<file path="src/rtl/word_shifter_if.sv">
// Bundle of load handshake, shift control and serial/parallel result signals
// for word_shifter.
interface word_shifter_if #(
   parameter int unsigned WIDTH = 8,
   parameter int unsigned LANES = 1
);
   logic             load_valid;
   logic             load_ready;
   logic [WIDTH-1:0] load_data;
   logic             shift;
   logic             abort;
   logic [LANES-1:0] in;
   logic [LANES-1:0] out;
   logic [WIDTH-1:0] current_data;
   logic             busy;
   logic             rx_valid;
   logic [WIDTH-1:0] rx_data;

   modport master (
      output load_valid, load_data, shift, abort, in,
      input  load_ready, out, current_data, busy, rx_valid, rx_data
   );

   modport slave (
      input  load_valid, load_data, shift, abort, in,
      output load_ready, out, current_data, busy, rx_valid, rx_data
   );
endinterface

</file>
<file path="src/rtl/word_shifter.sv">
// Framed shift engine: loads a word, shifts it out LANES bits per enabled step
// while shifting new bits in, and strobes the captured word after WIDTH/LANES steps.
module word_shifter #(
   parameter int unsigned WIDTH     = 8,
   parameter int unsigned LANES     = 1,
   parameter bit          MSB_FIRST = 1'b0
) (
   input logic           clk,
   input logic           reset,
   word_shifter_if.slave bus
);

   localparam int unsigned Steps = WIDTH / LANES;
   localparam int unsigned CntW  = $clog2(Steps) + 1;
   localparam logic [CntW-1:0] LastCnt = CntW'(Steps - 1);

   typedef enum logic [0:0] {StIdle, StShifting} state_e;

   state_e           state_q, state_d;
   logic [WIDTH-1:0] data_q, data_d;
   logic [WIDTH-1:0] rx_data_q, rx_data_d;
   logic [CntW-1:0]  cnt_q, cnt_d;
   logic             rx_valid_q, rx_valid_d;
   logic [WIDTH-1:0] shifted;
   logic             final_step;
   logic             load_fire;

   generate
      if (WIDTH == LANES) begin : g_whole
         assign shifted = bus.in;
         assign bus.out = data_q;
      end else if (MSB_FIRST) begin : g_msb
         assign shifted = {data_q[WIDTH-LANES-1:0], bus.in};
         assign bus.out = data_q[WIDTH-1 -: LANES];
      end else begin : g_lsb
         assign shifted = {bus.in, data_q[WIDTH-1:LANES]};
         assign bus.out = data_q[LANES-1:0];
      end
   endgenerate

   assign final_step     = (state_q == StShifting) && bus.shift && (cnt_q == LastCnt);
   assign bus.load_ready = (state_q == StIdle) || (final_step && !bus.abort);
   assign load_fire      = bus.load_valid && bus.load_ready;

   assign bus.current_data = data_q;
   assign bus.busy         = (state_q == StShifting);
   assign bus.rx_valid     = rx_valid_q;
   assign bus.rx_data      = rx_data_q;

   always_comb begin
      state_d    = state_q;
      data_d     = data_q;
      cnt_d      = cnt_q;
      rx_data_d  = rx_data_q;
      rx_valid_d = 1'b0;

      if (bus.abort) begin
         state_d = StIdle;
         cnt_d   = '0;
      end else if ((state_q == StShifting) && bus.shift) begin
         data_d = shifted;
         cnt_d  = cnt_q + 1'b1;
         if (final_step) begin
            rx_data_d  = shifted;
            rx_valid_d = 1'b1;
            state_d    = StIdle;
            cnt_d      = '0;
         end
      end

      // A completed handshake is never dropped; with abort it can only happen from idle.
      if (load_fire) begin
         data_d  = bus.load_data;
         cnt_d   = '0;
         state_d = StShifting;
      end
   end

   always_ff @(posedge clk or posedge reset) begin
      if (reset) begin
         state_q    <= StIdle;
         data_q     <= '0;
         cnt_q      <= '0;
         rx_data_q  <= '0;
         rx_valid_q <= 1'b0;
      end else begin
         state_q    <= state_d;
         data_q     <= data_d;
         cnt_q      <= cnt_d;
         rx_data_q  <= rx_data_d;
         rx_valid_q <= rx_valid_d;
      end
   end

endmodule

</file>
<file path="src/flat_wrapper.sv">
// flat-port wrapper written by rule: the top's interface ports become plain ports
module word_shifter_flat 
#(
   parameter int unsigned WIDTH     = 8,
   parameter int unsigned LANES     = 1,
   parameter bit          MSB_FIRST = 1'b0
)
  (clk, reset, bus_load_valid, bus_load_data, bus_shift, bus_abort, bus_in, bus_load_ready, bus_out, bus_current_data, bus_busy, bus_rx_valid, bus_rx_data);
  word_shifter_if #(.WIDTH(WIDTH), .LANES(LANES)) bus_i ();
  input logic clk;
  input logic reset;
  input wire logic [$bits(bus_i.load_valid)-1:0] bus_load_valid;
  input wire logic [$bits(bus_i.load_data)-1:0] bus_load_data;
  input wire logic [$bits(bus_i.shift)-1:0] bus_shift;
  input wire logic [$bits(bus_i.abort)-1:0] bus_abort;
  input wire logic [$bits(bus_i.in)-1:0] bus_in;
  output wire logic [$bits(bus_i.load_ready)-1:0] bus_load_ready;
  output wire logic [$bits(bus_i.out)-1:0] bus_out;
  output wire logic [$bits(bus_i.current_data)-1:0] bus_current_data;
  output wire logic [$bits(bus_i.busy)-1:0] bus_busy;
  output wire logic [$bits(bus_i.rx_valid)-1:0] bus_rx_valid;
  output wire logic [$bits(bus_i.rx_data)-1:0] bus_rx_data;
  assign bus_i.load_valid = bus_load_valid;
  assign bus_i.load_data = bus_load_data;
  assign bus_i.shift = bus_shift;
  assign bus_i.abort = bus_abort;
  assign bus_i.in = bus_in;
  assign bus_load_ready = bus_i.load_ready;
  assign bus_out = bus_i.out;
  assign bus_current_data = bus_i.current_data;
  assign bus_busy = bus_i.busy;
  assign bus_rx_valid = bus_i.rx_valid;
  assign bus_rx_data = bus_i.rx_data;
  word_shifter #(.WIDTH(WIDTH), .LANES(LANES), .MSB_FIRST(MSB_FIRST)) u_core (.clk(clk), .reset(reset), .bus(bus_i));
endmodule
</file>
<file path="config.mk">
export PLATFORM = sky130hd
export DESIGN_NAME = word_shifter_flat
export DESIGN_NICKNAME = d
export VERILOG_FILES = /design/src/rtl/word_shifter_if.sv /design/src/rtl/word_shifter.sv /design/src/flat_wrapper.sv
export SDC_FILE = /design/constraint.sdc
export NUM_CORES = 1
export LEC_CHECK = 0
export BUFFER_PORTS_ARGS = -buffer_cell sky130_fd_sc_hd__buf_2
export CAP_MARGIN = 20
export CORE_ASPECT_RATIO = 1.75
export CORE_MARGIN = 2
export CORE_UTILIZATION = 35
export CTS_CLUSTER_DIAMETER = 30
export CTS_CLUSTER_SIZE = 12
export DETAILED_ROUTE_END_ITERATION = 10
export PLACE_DENSITY_LB_ADDON = 0.1
export RECOVER_POWER = 25
export SYNTH_ARGS = -nofsm -noshare
export SYNTH_HDL_FRONTEND = slang
export SYNTH_SLANG_ARGS = --single-unit
</file>
<file path="constraint.sdc">
create_clock -name clk -period 2.7 [get_ports clk]
set_input_delay 0.27 -clock clk [delete_from_list [all_inputs] [get_ports clk]]
set_output_delay 0.27 -clock clk [all_outputs]
set_load 0.01 [all_outputs]
</file>
# After elaboration in Yosys (flattened, before gate mapping)

Index checks and enable logic that the tools add are counted.

Output and inout port bits: 20
Bits in registers: 22
Word-level logic and storage cells: 36

Equality and inequality tests: 2
Bitwise operators: 2
Reductions and logical operators: 12
Multiplexer cells: 14
Add/subtract/negate cells: 1

Operators with widths:

| operator                                                                 | number |
|---|---|
| 8-bit two-way mux                                                        | 3 |
| 4-bit two-way mux                                                        | 4 |
| 1-bit two-way mux                                                        | 7 |
| 3-bit nonzero test                                                       | 2 |
| 4-bit by 1-bit adder with 4-bit output (second input constant)           | 1 |
| 4-bit by 3-bit equality test with 1-bit output (second input constant)   | 1 |
| 1-bit logical AND                                                        | 4 |
| 2-bit AND reduction                                                      | 2 |
| 3-bit AND reduction                                                      | 1 |
| 2-bit by 1-bit inequality test with 1-bit output (second input constant) | 1 |
| 1-bit inverter                                                           | 2 |
| 2-bit nonzero test                                                       | 1 |
| 1-bit logical NOT                                                        | 1 |
| 1-bit logical OR                                                         | 1 |

# Logic depth before layout (Yosys ltp)

Depth after elaboration: 7
Gate-level depth with buffers: 5
Mapped depth without buffers: 4

# Worst setup path after synthesis

Ideal clock, no wire load.

Kind: reg2reg
From: reg u_core.cnt_q[0]
To: reg u_core.data_q[0], in the netlist u_core.bus.current_data[0]
Setup time: 0.125 ns
Stages on the path, launching flop included: 5
Slack: 0.982 ns
Arrival time: 1.594 ns
Data required time: 2.575 ns
Cells stage by stage: dfrtp_1 ha_1 and4b_2 a31oi_2 mux2_2

Word-level cells in the longest chain between the ends: 7
Elaborated cells on any way between the ends: 9

RTL lines:

| element                                                                                                 | line               | source |
|---|---|---|
| start, declared                                                                                         | word_shifter.sv:22 | `logic [CntW-1:0] cnt_q, cnt_d;` |
| start signal, assigned                                                                                  | word_shifter.sv:89 | `cnt_q <= cnt_d;` |
| 4-bit by 3-bit equality test with 1-bit output *                                                        | word_shifter.sv:41 | `assign final_step = (state_q == StShifting) && bus.shift && (cnt_q == LastCnt);` |
| 1-bit logical AND *                                                                                     | word_shifter.sv:41 |  |
| 1-bit logical AND *                                                                                     | word_shifter.sv:42 | `assign bus.load_ready = (state_q == StIdle) \|\| (final_step && !bus.abort);` |
| 1-bit logical OR *                                                                                      | word_shifter.sv:42 |  |
| 1-bit logical AND *                                                                                     | word_shifter.sv:43 | `assign load_fire = bus.load_valid && bus.load_ready;` |
| 2-bit by 1-bit inequality test with 1-bit output (no line) / 2-bit nonzero test (equally long branches) | n/a                |  |
| 2-bit AND reduction (no line)                                                                           | n/a                |  |
| end signal, assigned                                                                                    | word_shifter.sv:88 | `data_q <= data_d;` |
| end, declared                                                                                           | word_shifter.sv:20 | `logic [WIDTH-1:0] data_q, data_d;` |

Mark *: on every way between the ends. The rest lies on a longest branch, timed or not.
A chain may end at the register's enable or synchronous reset.

# Worst setup path after layout

Same ends and word-level chain as after synthesis.

==> impl_metrics.ini <==
[status]
outcome = finished clean

[synthesis]
yosys_warnings = 0
synth_top_flop_cell = dfrtp_1
yosysMostFrequentCell = dfrtp_1
yosys-top-cells-count = dfrtp_1 (22), mux2_2 (16), mux2_4 (8)
synth_top_area_share = 0.505
synth_top_cells_by_area = dfrtp_1 (51%), mux2_2 (17%), mux2_4 (11%)
ys_types = 28
synth_area_um2 = 1090
synth_edf_count = 0
ys_seq_area_frac = 0.505
synth.avg_cell_area_um2 = 13.3
synth_fp_nets = 97
synthCells = 82
post-synth-top-area-cell = dfrtp_1
postSynth.asyncResetShare = 1.00
ys_ff_latch = 22

[timing]
maxSlewHeadroom = 0.444
slew_viol_final = 0
setup_viol = 0
min_period_ns = 1.87
min_period_over_period = 0.692
worst_hold_slack_ns = 0.169
grt_setup_unrepaired = no
fin_skew_ns = 0.00135
hold_viol = 0
finalSetupTns_ns = 0
fmax_mhz = 535
worstMarginPinSlew_ns = 0.833

[worst_setup_path]
critPathLaunchType = register
reg2reg_depth = 4
arrival_ns = 2.01
reg2reg_slack_ns = 0.83
crit-reg2reg-launch = u_core.cnt_q[0]$_DFFE_PP0P_
crit_type = reg2reg
rr_endpoint = u_core.bus.current_data[0]$_DFFE_PP0P_
critPathMaxFanout = 8
cp.required_ns = 2.84
end_kind = register

[cts]
cts_tree = built
cts_buffers = 3
insertion_delay_ns = 0.25
post_cts_buffers = 0
cts_resized = 0
htreeDepth = 1
root_buffer = clkbuf_8
clk_pin_slew_ns = 0.08
ctsHoldBuffers = 0
cts_buffer_depth = 2
clock_sinks = 22

[place]
dpl_cell_area_um2 = 1280
routabilityCongestion = 0.744
port_buffers = 33
place_hpwl_um = 1580

[global_routing]
grt_start_max_net_pins = 23
grtUsageMet3 = 0.0256
antenna_found_initial = 0
grtUsageTotal = 0.127
first_global_vias = 755
grt.met2_usage = 0.214
grt_pass1_wl_um = 3460
overflow = 0
grtUsageMet1 = 0.153
top_usage_layer = met2

[final_layout]
fin_area_um2 = 1330
drive_gt1_frac = 0.565
area_growth_pct = 22.4
num-nets-final = 131
n_antenna_cell = 0

[route]
viasPerCell = 4.66
routed_wl_um = 2000
first_pass_iters = 4
via_count = 731
wl_per_cell_um = 12.8
drt_iter0_markers = 3
drc_errors = 0
ant_nets = 0

[floorplan]
pin_count = 34
die_h_um = 77.8
initial_core_util = 0.368
die_w_um = 46.2
fp.coreArea_um2 = 2960
core.rowCount = 26
die_area_um2 = 3590

[hold_path]
min_path_type = in2async

[power_and_ir_drop]
power_leakage_uw = 0.000671
power_per_cell_area_nw_per_um2 = 644
vdd.ir_drop.worst_mv = 0.350

[run]
cap_violations = 0
-- power by group --
group	leakage, µW	internal [µW]	switching (µW)	total, µW
Combinational	0.000356	119	90.7	209
Sequential	0.000286	376	44.4	420
Clock	0.0000288	130	99.9	229
-- per-stage QoR --
stage | utilization | setup slack (ns) | total power [µW] | instances
2_1_floorplan | - | 0.982 | 564 | 82
3_3_place_gp | 0.432 | 0.853 | 638 | 153
3_5_place_dp | 0.432 | 0.810 | 644 | 153
4_1_cts | 0.451 | 0.800 | 875 | 157
5_1_grt | 0.451 | 0.751 | 917 | 157
6_report | 0.451 | 0.831 | 859 | 157
-- cell families after synthesis --
kind of cell	synth area share
buffers and inverters	0.0402
XOR/XNOR	0.00804
AO/OA/AOI/OAI	0.0689
multiplexers	0.276
AND/OR/NAND/NOR	0.0907
flip-flops	0.505
adder cells (fa/ha/maj)	0.0115
-- cells in the final DEF, fill, tap and decap left out, types with 2 or more instances in the layout --
master    netlist  layout
a211oi_1        2       2
a21oi_1         3       3
buf_2           2      33
clkbuf_8        0       4
dfrtp_1        22      22
inv_1           3       3
mux2_2         16      16
mux2_4          8       8
nand2_1         2       2
nand3_1         2       2
nor2b_1         2       2
o21ai_0         3       3
-- routing by layer --
metal  share of wire  routed length, µm
met1            0.40                794
met2            0.56               1110
met3           0.037                 74
met4          0.0095                 19
met5               0                  0
-- cell type report --
class,instances,area (µm²)
clock buffer,4,55.1
timing repair buffer,33,165
sequential,22,551
fill,299,1630
tap,42,52.6
multi-input combinational,52,495
inverter,4,15.0
-- worst max-delay path by stage --
stage,endpoint,cells after the start,slack (ns),startpoint
2_1_floorplan,u_core.bus.current_data[0]$_DFFE_PP0P_,4,0.98,u_core.cnt_q[0]$_DFFE_PP0P_
3_3_place_gp,u_core.bus.current_data[2]$_DFFE_PP0P_,4,0.85,u_core.cnt_q[0]$_DFFE_PP0P_
3_5_place_dp,u_core.bus.current_data[4]$_DFFE_PP0P_,4,0.81,u_core.cnt_q[0]$_DFFE_PP0P_
4_1_cts,u_core.bus.current_data[0]$_DFFE_PP0P_,4,0.80,u_core.cnt_q[0]$_DFFE_PP0P_
5_1_grt,u_core.bus.current_data[0]$_DFFE_PP0P_,4,0.75,u_core.cnt_q[0]$_DFFE_PP0P_
6_report,u_core.bus.current_data[0]$_DFFE_PP0P_,4,0.83,u_core.cnt_q[0]$_DFFE_PP0P_
-- state kept, by name, indices dropped and copies added (netlist names) --
name,cells
u_core.bus.busy,1
u_core.bus.current_data,8
u_core.bus.rx_data,8
u_core.bus.rx_valid,1
u_core.cnt_q,4
-- critical path, stage by stage (launching register included) --
cell     delay (ns)
dfrtp_1        0.41
ha_1           0.25
and4b_2        0.24
a31oi_2        0.46
mux2_2         0.39
No activity file was read; power rests on OpenSTA's default activity.
